File: config.mk
export PLATFORM = sky130hd
export DESIGN_NAME = instruction_loader
export DESIGN_NICKNAME = d
export VERILOG_FILES = /design/src/rtl/instruction_loader.sv
export SDC_FILE = /design/constraint.sdc
export NUM_CORES = 1
export LEC_CHECK = 0
export BUFFER_PORTS_ARGS = -buffer_cell sky130_fd_sc_hd__buf_2
export CAP_MARGIN = 10
export CORE_AREA = 2 2 126 128
export DETAILED_ROUTE_END_ITERATION = 6
export DIE_AREA = 0 0 128 130
export HOLD_SLACK_MARGIN = 0.1
export PLACE_DENSITY_LB_ADDON = 0.2
export SYNTH_ARGS = -nofsm -noshare
export SYNTH_HDL_FRONTEND = slang
export SYNTH_SLANG_ARGS = --single-unit
File: constraint.sdc
create_clock -name clock -period 7 [get_ports clock]
set_clock_uncertainty 0.2 [all_clocks]
set_input_delay 0.35 -clock clock [delete_from_list [all_inputs] [get_ports clock]]
set_output_delay 0.35 -clock clock [all_outputs]
set_load 0.005 [all_outputs]
File: src/rtl/instruction_loader.sv
// Byte-stream program loader: parses a 16-bit word count followed by MSB-first
// 32-bit words and writes each assembled word into the instruction RAM.
module instruction_loader #(
  parameter int unsigned MEM_DEPTH  = 31,
  parameter int unsigned ADDR_WIDTH = 10
) (
  input  logic                  clock,
  input  logic                  reset,
  input  logic                  start,
  input  logic [7:0]            byte_in,
  input  logic                  byte_valid,
  output logic                  byte_ready,
  output logic [31:0]           i_ram_input,
  output logic [ADDR_WIDTH-1:0] i_ram_writing_address,
  output logic                  flag_write_i_ram,
  output logic                  loading,
  output logic                  done,
  output logic                  error
);

  localparam int unsigned LEN_W  = 16;
  localparam int unsigned WORD_W = 32;
  localparam int unsigned ASM_W  = 24;
  localparam int unsigned BCNT_W = 2;

  typedef enum logic [2:0] {
    S_IDLE,
    S_LEN_HI,
    S_LEN_LO,
    S_DATA,
    S_WRITE,
    S_DONE,
    S_ERROR
  } state_t;

  state_t                  state_q, state_d;
  logic [LEN_W-1:0]        len_q, len_d;
  logic [LEN_W-1:0]        idx_q, idx_d;
  logic [BCNT_W-1:0]       bcnt_q, bcnt_d;
  logic [ASM_W-1:0]        asm_q, asm_d;
  logic [WORD_W-1:0]       ram_data_q, ram_data_d;
  logic [ADDR_WIDTH-1:0]   ram_addr_q, ram_addr_d;
  logic                    strobe_q, strobe_d;
  logic                    ready_q, ready_d;
  logic                    loading_q, loading_d;
  logic                    done_q, done_d;
  logic                    error_q, error_d;

  logic                    xfer;
  logic [LEN_W-1:0]        len_full;
  logic [LEN_W-1:0]        idx_next;

  assign xfer     = byte_valid && ready_q;
  assign len_full = {len_q[LEN_W-1:8], byte_in};
  assign idx_next = idx_q + LEN_W'(1);

  // State and datapath registers; reset wins over every other update.
  always_ff @(posedge clock) begin
    if (reset) begin
      state_q    <= S_IDLE;
      len_q      <= '0;
      idx_q      <= '0;
      bcnt_q     <= '0;
      asm_q      <= '0;
      ram_data_q <= '0;
      ram_addr_q <= '0;
      strobe_q   <= 1'b0;
      ready_q    <= 1'b0;
      loading_q  <= 1'b0;
      done_q     <= 1'b0;
      error_q    <= 1'b0;
    end else begin
      state_q    <= state_d;
      len_q      <= len_d;
      idx_q      <= idx_d;
      bcnt_q     <= bcnt_d;
      asm_q      <= asm_d;
      ram_data_q <= ram_data_d;
      ram_addr_q <= ram_addr_d;
      strobe_q   <= strobe_d;
      ready_q    <= ready_d;
      loading_q  <= loading_d;
      done_q     <= done_d;
      error_q    <= error_d;
    end
  end

  // Next-state logic; status outputs are decoded from the next state so they
  // are registered yet always agree with the current state.
  always_comb begin
    state_d    = state_q;
    len_d      = len_q;
    idx_d      = idx_q;
    bcnt_d     = bcnt_q;
    asm_d      = asm_q;
    ram_data_d = ram_data_q;
    ram_addr_d = ram_addr_q;
    strobe_d   = 1'b0;

    unique case (state_q)
      S_IDLE, S_DONE, S_ERROR: begin
        if (start) begin
          state_d = S_LEN_HI;
          idx_d   = '0;
          bcnt_d  = '0;
        end
      end
      S_LEN_HI: begin
        if (xfer) begin
          len_d   = {byte_in, 8'h00};
          state_d = S_LEN_LO;
        end
      end
      S_LEN_LO: begin
        if (xfer) begin
          len_d = len_full;
          if (len_full == '0) begin
            state_d = S_DONE;
          end else if (len_full > LEN_W'(MEM_DEPTH)) begin
            state_d = S_ERROR;
          end else begin
            state_d = S_DATA;
          end
        end
      end
      S_DATA: begin
        if (xfer) begin
          asm_d  = {asm_q[ASM_W-9:0], byte_in};
          bcnt_d = bcnt_q + BCNT_W'(1);
          if (bcnt_q == BCNT_W'(3)) begin
            state_d    = S_WRITE;
            strobe_d   = 1'b1;
            ram_data_d = {asm_q, byte_in};
            ram_addr_d = ADDR_WIDTH'(idx_q);
          end
        end
      end
      S_WRITE: begin
        idx_d   = idx_next;
        state_d = (idx_next == len_q) ? S_DONE : S_DATA;
      end
      default: begin
        state_d = S_IDLE;
      end
    endcase

    ready_d   = (state_d == S_LEN_HI) || (state_d == S_LEN_LO) || (state_d == S_DATA);
    loading_d = ready_d || (state_d == S_WRITE);
    done_d    = (state_d == S_DONE);
    error_d   = (state_d == S_ERROR);
  end

  assign byte_ready            = ready_q;
  assign i_ram_input           = ram_data_q;
  assign i_ram_writing_address = ram_addr_q;
  assign flag_write_i_ram      = strobe_q;
  assign loading               = loading_q;
  assign done                  = done_q;
  assign error                 = error_q;

endmodule

==> results.cfg <==
[die]
core.rowCount = 46
die_w_um = 128
io_pins = 59
core-area_sq_mm = 0.0154
start_util_pct = 30.1
fp.dieArea_sq_mm = 0.0166
die_h_um = 130

[yosys]
yosysSeqAreaShare_pct = 46.6
netlist_instances = 595
yosysMostFrequentCell = nand2_1
syn_area_per_cell_sq_um = 7.80
yosys.cell_types.count = 48
netlist_top_cells_count = 157 x nand2_1, 108 x dfxtp_1, 98 x a21oi_1
synth_edf_count = 0
synth_area_sq_mm = 0.00464
yosys.area.top_type = dfxtp_1
synth.top_cell.area_share_pct = 46.6
yosysWarnings = 0
ys_ff_latch = 108
synth-async-reset-ratio_pct = 0
syn-num-nets = 609
synthFlopType = dfxtp_1
synthTopCellsByArea = dfxtp_1 47%, nand2_1 13%, a21oi_1 11%

[sta]
setup_ws_ns = 4.27
rsz0062_at_grt = no
worstMarginPinSlew_ns = 1.11
period_needed_ns = 2.73
setup_viol_count_final = 0
fin_crit_sh_pct = 39.0
max_freq_mhz = 366
hold_viol = 0
relSlewSlack_pct = 26.3
hold_slack_ns = 0.105
tns_ns = 0
slew_viol_final = 0

[grt]
grt-ovfl-total = 0
grt_pass1_wl_um = 19800
antenna_found_initial = 0
track_usage_pct = 15.2
grt_max_degree = 107
grt_pass1_vias = 3706

[flow_run]
cap_viol_max_count = 0

[placement]
place_congestion = 0.864
port_buffers = 58
hpwl_um = 8380
dp_slack_ns = 4.33

[clocking]
post-cts-setup-buffer-count = 0
numCtsBuffers = 9
insertion_delay_ns = 0.36
cts_tree = done
clk_pin_slew_worst_paths_ns = 0.07
cts.sinks = 108
htreeDepth = 3
clock_path_buffers = 2
ctsRootBufferMaster = clkbuf_16

[detailed_routing]
ant_nets = 0
vias_per_cell = 4.91
drt_iter0_markers = 207
wl_per_cell_um = 14.9
via_count = 4050
first_pass_iters = 4
drcViolationCount = 0
drt-total-wl_um = 12300

[outcome]
status = completed

[critical_path]
path_class = reg2reg
r2r_slack_ns = 4.27
crit_required_ns = 6.99
cp_max_fo = 7
timing.rr.start = idx_q[0]
cp-start-kind = flip-flop
cp-end-kind = flip-flop
r2r_cells = 8
rr_endpoint = loading
cp.arrival_ns = 2.72

[final_layout]
area_delta_synth_final_pct = 15.1
drive_gt1_share_pct = 13.6
n_fill_cell = 1652
layout.nets = 643
diodes = 0

[hold_path]
hold_class = in2reg
holdPathEnd = asm_q[5]
hold_start = byte_in[5]
hold_depth = 3

[pwr]
vdd_drop_max_mv = 0.121
p_leak_nw = 1.94
power_density_mw_per_mm2 = 216
==> worst max path at each step <==
stage | end | cells after the start | slack [ns] | startpoint
2_1_floorplan | loading | 8 | 4.73 | idx_q[0]
3_3_place_gp | loading | 7 | 4.39 | idx_q[0]
3_5_place_dp | loading | 8 | 4.33 | idx_q[0]
4_1_cts | loading | 8 | 4.29 | idx_q[0]
5_1_grt | loading | 8 | 4.06 | idx_q[0]
6_report | loading | 8 | 4.27 | idx_q[0]
==> routing by layer <==
| metal | GRT usage (%) | routed length (um) | part of all wire, % | up-vias |
|---|---|---|---|---|
| li1 | - | - | - | 2073 |
| met1 | 21.6 | 6040 | 49 | 1885 |
| met2 | 23.2 | 5510 | 45 | 79 |
| met3 | 2.38 | 577 | 4.7 | 13 |
| met4 | 5.95 | 201 | 1.6 | 0 |
| met5 | 0 | 0 | 0 | - |
==> what timing repair did <==
item,in CTS,in global routing
hold endpoints to repair,9,0
gates resized for setup,0,0
hold buffers,5,0
==> flip-flops by register name, indices dropped and copies added, names as in the netlist <==
name	cells
asm_q	24
error	1
done	1
len_q	16
i_ram_input	32
bcnt_q	2
state_q	3
loading	1
i_ram_writing_address	10
flag_write_i_ram	1
byte_ready	1
idx_q	16
==> per-stage QoR <==
stage | utilization (%) | cell area (sq um) | instances | total power, W
finish | 34.6 | 5340 | 825 | 0.00115
global route | 34.6 | 5340 | 825 | 0.00120
CTS | 34.6 | 5340 | 825 | 0.00117
detailed placement | 32.5 | 5020 | 805 | 0.000683
global placement | 32.5 | 5020 | 805 | 0.000683
floorplan | - | 4640 | 595 | 0.000666
==> worst max-delay path, cell delays in order, from the launching register on <==
cell and delay (ns):
dfxtp_1 0.46, ha_1 0.34, nand4_1 0.28, a21oi_1 0.23
nand2_1 0.12, a2111oi_4 0.32, nand4_2 0.20, o31ai_2 0.28
o22ai_1 0.13
==> layout make-up <==
class / instances / area, sq um / area share (%)
multi-input cells: 437 / 2270 / 42.6
clock buffers: 9 / 225 / 4.22
clock inverters: 6 / 48.8 / 0.914
repair buffers: 66 / 365 / 6.84
inverters: 7 / 26.3 / 0.492
flip-flops and latches: 108 / 2160 / 40.5
well taps: 192 / 240 / 4.50
==> cells in the final DEF, fill, tap and decap left out, types with 2 or more instances in the layout <==
cell / instances
nor3_1: 9
o22ai_1: 3
nand3b_1: 2
nor2_1: 39
nand3_1: 14
dfxtp_1: 108
inv_6: 2
or3_1: 4
nor2b_1: 3
xor2_1: 10
nand4_1: 7
nor4_1: 3
a211oi_1: 4
dlygate4sd3_1: 5
and2_1: 3
clkbuf_16: 9
xnor2_1: 13
or4_1: 3
o2111ai_1: 2
clkinvlp_4: 2
nand2b_1: 7
a22oi_1: 9
buf_2: 57
a211o_1: 2
nor3b_1: 4
a21oi_1: 98
o21ai_0: 15
buf_4: 4
a21o_1: 2
inv_1: 7
nand2_1: 157
and3_1: 4
ha_1: 2
==> power by group <==
part	switching (W)	leakage [nW]	internal, W
logic	0.0000327	0.935	0.0000158
clock network	0.000239	0.130	0.000244
registers	0.00000537	0.870	0.000617
total	0.000277	1.94	0.000877
==> logic make-up after synthesis <==
logic type / after synthesis / share of synthesized area [%]
simple gates: 268 / 26.0
compound gates: 143 / 17.8
flops: 108 / 46.6
buf+inv: 50 / 4.48
xor+xnor: 23 / 4.34
fa+ha+maj: 2 / 0.539
mux: 1 / 0.216
Power figures use the tool's default switching activity.
